File: src/rtl/sequence_generator.sv
// Serial frame transmitter feeding the 101101 sequence detector, with a golden
// Mealy expected-Z model, saturating match counter and loop/abort control.
module sequence_generator #(
    parameter int WIDTH   = 16,
    parameter int CNT_W   = 5,
    parameter int PAT_LEN = 6,
    parameter logic [PAT_LEN-1:0] PATTERN = 6'b101101
) (
    input  logic             clk,
    input  logic             reset,
    input  logic             start,
    input  logic [WIDTH-1:0] frame,
    input  logic [CNT_W-1:0] len,
    input  logic             repeat_en,
    input  logic             stop,
    output logic             X,
    output logic             valid,
    output logic             busy,
    output logic             done,
    output logic             exp_z,
    output logic [7:0]       match_cnt
);

    localparam int SENT_W = $clog2(PAT_LEN + 1);
    localparam logic [SENT_W-1:0] SENT_MAX = SENT_W'(PAT_LEN);
    localparam logic [SENT_W-1:0] SENT_THR = SENT_W'(PAT_LEN - 1);
    localparam logic [CNT_W-1:0]  LEN_MAX  = CNT_W'(WIDTH);

    typedef enum logic [1:0] {
        ST_IDLE = 2'd0,
        ST_SEND = 2'd1,
        ST_DONE = 2'd2
    } state_t;

    state_t             state_q, state_d;
    logic [WIDTH-1:0]   frame_q, frame_d;
    logic [CNT_W-1:0]   len_q, len_d;
    logic [CNT_W-1:0]   idx_q, idx_d;
    logic [PAT_LEN-2:0] hist_q, hist_d;
    logic [SENT_W-1:0]  sent_q, sent_d;
    logic [7:0]         match_q, match_d;

    logic [WIDTH-1:0]   shifted_s;
    logic [PAT_LEN-1:0] window_s;
    logic [CNT_W-1:0]   len_eff_s;
    logic               x_s;
    logic               valid_s;
    logic               exp_z_s;

    // Serial bit selection and golden Mealy match on the bit leaving this cycle
    always_comb begin
        x_s       = 1'b0;
        valid_s   = 1'b0;
        shifted_s = frame_q >> idx_q;
        if (state_q == ST_SEND) begin
            x_s     = shifted_s[0];
            valid_s = 1'b1;
        end else begin
            x_s     = 1'b0;
            valid_s = 1'b0;
        end
        window_s = {hist_q, x_s};
        // sent_q excludes the current bit, so PAT_LEN-1 prior bits complete a window
        exp_z_s  = valid_s & (window_s == PATTERN) & (sent_q >= SENT_THR);
        if (len > LEN_MAX) begin
            len_eff_s = LEN_MAX;
        end else begin
            len_eff_s = len;
        end
    end

    // Next-state logic for the transmit FSM and its datapath
    always_comb begin
        state_d = state_q;
        frame_d = frame_q;
        len_d   = len_q;
        idx_d   = idx_q;
        hist_d  = hist_q;
        sent_d  = sent_q;
        match_d = match_q;
        if (exp_z_s && (match_q != 8'hFF)) begin
            match_d = match_q + 8'd1;
        end else begin
            match_d = match_q;
        end
        case (state_q)
            ST_IDLE: begin
                if (start && (len != {CNT_W{1'b0}})) begin
                    frame_d = frame;
                    len_d   = len_eff_s;
                    idx_d   = len_eff_s - CNT_W'(1);
                    hist_d  = '0;
                    sent_d  = '0;
                    match_d = 8'd0;
                    state_d = ST_SEND;
                end else begin
                    state_d = ST_IDLE;
                end
            end
            ST_SEND: begin
                hist_d = window_s[PAT_LEN-2:0];
                if (sent_q != SENT_MAX) begin
                    sent_d = sent_q + SENT_W'(1);
                end else begin
                    sent_d = sent_q;
                end
                if (stop) begin
                    state_d = ST_IDLE;
                end else if (idx_q == {CNT_W{1'b0}}) begin
                    // Looping keeps history so cross-boundary patterns still match
                    if (repeat_en) begin
                        idx_d = len_q - CNT_W'(1);
                    end else begin
                        state_d = ST_DONE;
                    end
                end else begin
                    idx_d = idx_q - CNT_W'(1);
                end
            end
            ST_DONE: begin
                state_d = ST_IDLE;
            end
            default: begin
                state_d = ST_IDLE;
            end
        endcase
    end

    // State and datapath registers with synchronous active-low reset
    always_ff @(posedge clk) begin
        if (!reset) begin
            state_q <= ST_IDLE;
            frame_q <= '0;
            len_q   <= '0;
            idx_q   <= '0;
            hist_q  <= '0;
            sent_q  <= '0;
            match_q <= 8'd0;
        end else begin
            state_q <= state_d;
            frame_q <= frame_d;
            len_q   <= len_d;
            idx_q   <= idx_d;
            hist_q  <= hist_d;
            sent_q  <= sent_d;
            match_q <= match_d;
        end
    end

    assign X         = x_s;
    assign valid     = valid_s;
    assign busy      = (state_q != ST_IDLE);
    assign done      = (state_q == ST_DONE);
    assign exp_z     = exp_z_s;
    assign match_cnt = match_q;

endmodule

File: config.mk
export PLATFORM = sky130hd
export DESIGN_NAME = sequence_generator
export DESIGN_NICKNAME = d
export VERILOG_FILES = /design/src/rtl/sequence_generator.sv
export SDC_FILE = /design/constraint.sdc
export NUM_CORES = 1
export LEC_CHECK = 0
export ABC_AREA = 1
export CAP_MARGIN = 30
export CORE_UTILIZATION = 38
export CTS_CLUSTER_DIAMETER = 200
export CTS_CLUSTER_SIZE = 16
export DETAILED_ROUTE_END_ITERATION = 10
export GPL_TIMING_DRIVEN = 0
export REMOVE_ABC_BUFFERS = 1
export SETUP_SLACK_MARGIN = 0.02
export SLEW_MARGIN = 20
export SYNTH_ARGS = -nofsm -noshare
export SYNTH_HDL_FRONTEND = slang
export SYNTH_SLANG_ARGS = --single-unit
File: constraint.sdc
create_clock -name clk -period 1.6 [get_ports clk]
set_input_delay 0.32 -clock clk [delete_from_list [all_inputs] [get_ports clk]]
set_output_delay 0.32 -clock clk [all_outputs]
set_load 0.005 [all_outputs]
* Word level (Yosys, flattened, before mapping)
Index checks and enable logic that the tools add are counted.
** Cells by class
- Order comparisons :: 2
- Shift-type cells :: 1
- Equal/unequal tests :: 11
- Reductions and logical operators :: 12
- Add/sub/neg operators :: 5
- Mux-type cells :: 21
- Bitwise operators :: 2
** Operator list (count)
- 2-to-1 mux 5 bit :: 6
- 2-to-1 mux 8 bit :: 3
- one-hot mux 5 bit (2 select lines) :: 2
- right shift 16 x 5 -> 1 bit :: 1
- subtractor 5 x 1 -> 5 bit, second input constant :: 3
- inequality test 3 bit, second input constant :: 3
- adder 8 x 1 -> 8 bit, second input constant :: 1
- inequality test 8 bit, second input constant :: 1
- == test 6 bit, second input constant :: 1
- 2-to-1 mux 2 bit :: 3
- 2-to-1 mux 3 bit :: 2
- one-hot mux 3 bit (2 select lines) :: 1
- AND reduction 2 bit :: 3
- greater-than comparator 5 bit, second input constant :: 1
- zero test 5 bit :: 1
- nonzero test 5 bit :: 1
- inequality test 2 bit, second input constant :: 2
- one-hot mux 2 bit (2 select lines) :: 1
- AND reduction 4 bit :: 1
- nonzero test 2 bit :: 2
- adder 3 x 1 -> 3 bit, second input constant :: 1
- greater-or-equal comparator 3 bit, second input constant :: 1
- 2-to-1 mux 1 bit :: 3
- inequality test 3 x 2 -> 1 bit, second input constant :: 1
- other kinds (7) :: 9
** Word-level totals
- Word-level logic and storage cells :: 61
- Output and inout port bits :: 13
- Input bits :: 26
- Bits in registers :: 44

* Longest topological paths before layout
- Depth after elaboration :: 9
- Mapped depth :: 12
- Depth with buffers taken out :: 12

* Worst setup path before layout
OpenSTA, ideal clock, no wires.
- Path kind :: register to register
- Start :: reg state_q[0]
- End :: reg idx_q[4]
- Data arrival time :: 1.447 ns
- Setup slack :: 0.043 ns
- Stages on the path, launching flop included :: 12
- Path through :: dfxtp_1 inv_1 nor2_2 buf_6 nand2_1 o21ai_0 ha_1 nand2_1 o21ai_0 nand3_1 nand3_1 inv_1
** Between the ends
- Cells in the longest elaborated chain, start to end :: 3
** Ends and longest elaborated chain
- from (decl) :: RTL line 35 : state_t state_q, state_d;
- from (signal assigned) :: RTL line 140 : state_q <= state_d;
- == test 2 x 1 -> 1 bit or zero test 2 bit (tied branches) :: RTL line 86 : case (state_q)
- inequality test 3 bit (no source line) (tied with other cells)
- AND reduction 4 bit (no source line)
- to (signal assigned) :: RTL line 143 : idx_q <= idx_d;
- to (decl) :: RTL line 38 : logic [CNT_W-1:0] idx_q, idx_d;
Several ways; a longest one is shown, not always the timed one.
A chain may end at the register's enable or synchronous reset.

* Final worst setup path
- Start :: reg state_q[0]
- End :: out exp_z
** Between the ends
- Cells in the longest elaborated chain, start to end :: 5
** Ends and longest elaborated chain
- == test 2 x 1 -> 1 bit (*) :: RTL line 55 : if (state_q == ST_SEND) begin
- 2-to-1 mux 1 bit :: RTL line 55
- == test 6 bit :: RTL line 64 : exp_z_s = valid_s & (window_s == PATTERN) & (sent_q >= SENT_THR);
- AND 1 bit (*) (2 in series) :: RTL line 64
- to (decl) :: RTL line 20 : output logic exp_z,
Mark *: on every way between the ends. The rest lies on a longest branch, timed or not.

==> impl_metrics.env <==
export IMPL_status="finished, violations left"
export IMPL_violations="setup timing"
export IMPL_cts_buffers=5
export IMPL_timing_fmax_ghz=0.546
export IMPL_clk_pin_slew_ps=80
export IMPL_area_growth_pct=47.3
export IMPL_root_buffer="clkbuf_8"
export IMPL_drive_above_1_share_pct=27.0
export IMPL_post_dp_cell_area_um2=2680
export IMPL_grt_busiest_layer="met2"
export IMPL_grt_util_met2_pct=35.9
export IMPL_cts_buffer_depth=2
export IMPL_setup_slack_ps=-233
export IMPL_synth_area_per_cell_um2=6.68
export IMPL_synth_area_um2=2260
export IMPL_hold_buffers=0
export IMPL_grt_pass1_vias=2165
export IMPL_via_count=2336
export IMPL_rrSetupSlack_ps=-210
export IMPL_clock_sinks=44
export IMPL_detail_route_vias_per_cell=4.84
export IMPL_power_density_nw_per_um2=846
export IMPL_grt_setup_unrepaired="yes"
export IMPL_ir_drop_mv=0.438
export IMPL_multi_input_area_um2=1320
export IMPL_slew_headroom_pct=67.0
export IMPL_post_route_period_util_pct=115
export IMPL_grt_usage_pct=20.3
export IMPL_cap_violations=0
export IMPL_ys_warnings_count=0
export IMPL_use_met1_pct=25.2
export IMPL_nFillCells=530
export IMPL_ys_seq_area_share_pct=39.0
export IMPL_io_pins=39
export IMPL_grt_overflow_total=0
export IMPL_ys_types=31
export IMPL_ant_nets=0
export IMPL_row_count=27
export IMPL_ys_flop_type="dfxtp_1"
export IMPL_gp_congestion=0.836
export IMPL_finalSetupViolations=16
export IMPL_diodes=0
export IMPL_crit_type="reg -> out"
export IMPL_buffer_ports_inserted=38
export IMPL_wl_per_cell_um=12.6
export IMPL_dieHeight_um=79.1
export IMPL_final_area_um2=3330
export IMPL_min_path_type="in -> reg"
export IMPL_worstMarginPinSlew_ps=495
export IMPL_dr_pass1_iters=4
export IMPL_floorplan_initialDensity_pct=40.3
export IMPL_use_met3_pct=3.33
export IMPL_finalHoldViolations=0
export IMPL_grt_start_max_net_pins=29
export IMPL_grt_pass1_wl_um=9870
export IMPL_die_area_um2=6260
export IMPL_fin_skew_ps=3.09
export IMPL_endpoint_kind="output pin"
export IMPL_leakage_nw=1.46
export IMPL_start_kind="register"
export IMPL_drt_iter0_drc=120
export IMPL_crit_path_max_fanout=4
export IMPL_synth_edf_count=0
export IMPL_fin_nets=441
export IMPL_fp_dieW_um=79.1
export IMPL_async_flop_share_pct=0
export IMPL_cts_tree="done"
export IMPL_min_period_ps=1830
export IMPL_wirelength_um=6080
export IMPL_htreeDepth=2
export IMPL_pre_cts_slack_ps=-1350
export IMPL_crit_arrival_ps=1510
export IMPL_seqCellArea_um2=896
export IMPL_cp_required_ps=1280
export IMPL_hpwl_um=3540
export IMPL_antenna_found_initial=0
export IMPL_drc=0
export IMPL_syn_inst=338
export IMPL_ys_ff_latch=44
export IMPL_coreArea_um2=5610
export IMPL_slew_violations=0
export IMPL_holdWs_ps=327
export IMPL_clk_latency_ps=290
[sequential cells by signal, summed over array words and instances, names as in the netlist]
register,count
frame_q,16
match_cnt,8
hist_q,5
idx_q,5
len_q,5
sent_q,3
state_q,2
[stage by stage]
stage	cells	power, W	TNS (ps)	utilization, %
after global placement	437	0.00173	-36170	47.7
after detailed placement	437	0.00173	-36660	47.7
after CTS	474	0.00275	-1130	56.6
after floorplan	327	0.00155	-1950	-
after global routing	483	0.00297	-3900	59.3
final	483	0.00281	-1760	59.3
[final cells by class]
cell class              instances  area share, %
multi-input cells             225           39.7
clock buffers                   6           2.18
flip-flops and latches         44           26.9
inverters                      59           7.11
repair buffers                 75           20.3
clock inverters                 2           1.05
well taps                      72           2.71
[critical path, stage by stage (launching register included)]
cell	delay (ps)
dfxtp_2	330
inv_1	60
nor2_4	190
clkinvlp_4	180
nor2_4	210
nand3_4	100
inv_2	50
buf_2	100
[path summary, 6_finish.rpt]
check | startpoint | to | cells past startpoint
max | state_q[0]$_SDFFE_PN0P_ | exp_z | 7
min reg2reg | frame_q[1]$_SDFFE_PN0P_ | frame_q[1]$_SDFFE_PN0P_ | 2
max reg2reg | idx_q[0]$_SDFFE_PN0P_ | idx_q[4]$_SDFFE_PN0P_ | 11
min | len[0] | len_q[0]$_SDFFE_PN0P_ | 3
[metal layers]
metal	vias up	share of wire (%)
li1	1217	-
met1	1052	47
met2	59	47
met3	8	4.5
met4	0	1.3
met5	-	0
[cell usage after synthesis (2+ instances only)]
cell,n,share of area [%]
o21ai_0,30,6.6
nand2_1,73,12
buf_2,3,0.66
nand4_1,7,1.9
ha_1,5,2.8
nand3_1,20,4.4
nor2_1,36,6.0
o21ai_1,3,0.66
nor4_1,2,0.55
dfxtp_1,44,39
a21oi_1,32,7.1
nor2_4,2,1.0
clkbuf_1,6,1.0
xor2_1,2,0.78
inv_1,57,9.5
[cell usage in the layout, fill, tap and decap left out, types with 6 or more instances in the layout]
master,instances
a21oi_1,28
buf_4,24
buf_6,13
clkdlybuf4s50_1,27
dfxtp_1,34
dfxtp_2,9
inv_1,49
inv_2,6
nand2_1,66
nand3_1,13
nand3_2,7
nand4_1,7
nor2_1,30
nor2_4,7
o21ai_0,24
[timing repair]
item | in CTS | in global routing
cloned | 1 | 0
pin swaps | 26 | 20
setup buffers | 34 | 10
hold endpoints to repair | 0 | 0
gates resized for setup | 78 | 36
endpoints found under the setup margin | 49 | 30
[power by group]
part	internal (W)	total, W	leakage (nW)	switching (W)
logic	0.000332	0.000746	1.04	0.000414
registers	0.00117	0.00122	0.366	0.0000459
clock network	0.000464	0.000851	0.0552	0.000387
total	0.00197	0.00281	1.46	0.000847
[cells by family after synthesis]
kind of cell / Yosys count / share of synthesized area (%)
adders and majority gates: 5 / 2.77
AOI/OAI and AO/OA: 69 / 15.7
DFF: 44 / 39.0
and+or+nand+nor: 148 / 29.6
buffers and inverters: 70 / 12.1
xor gates and xnor gates: 2 / 0.776
No activity file was read; power rests on OpenSTA's default activity.
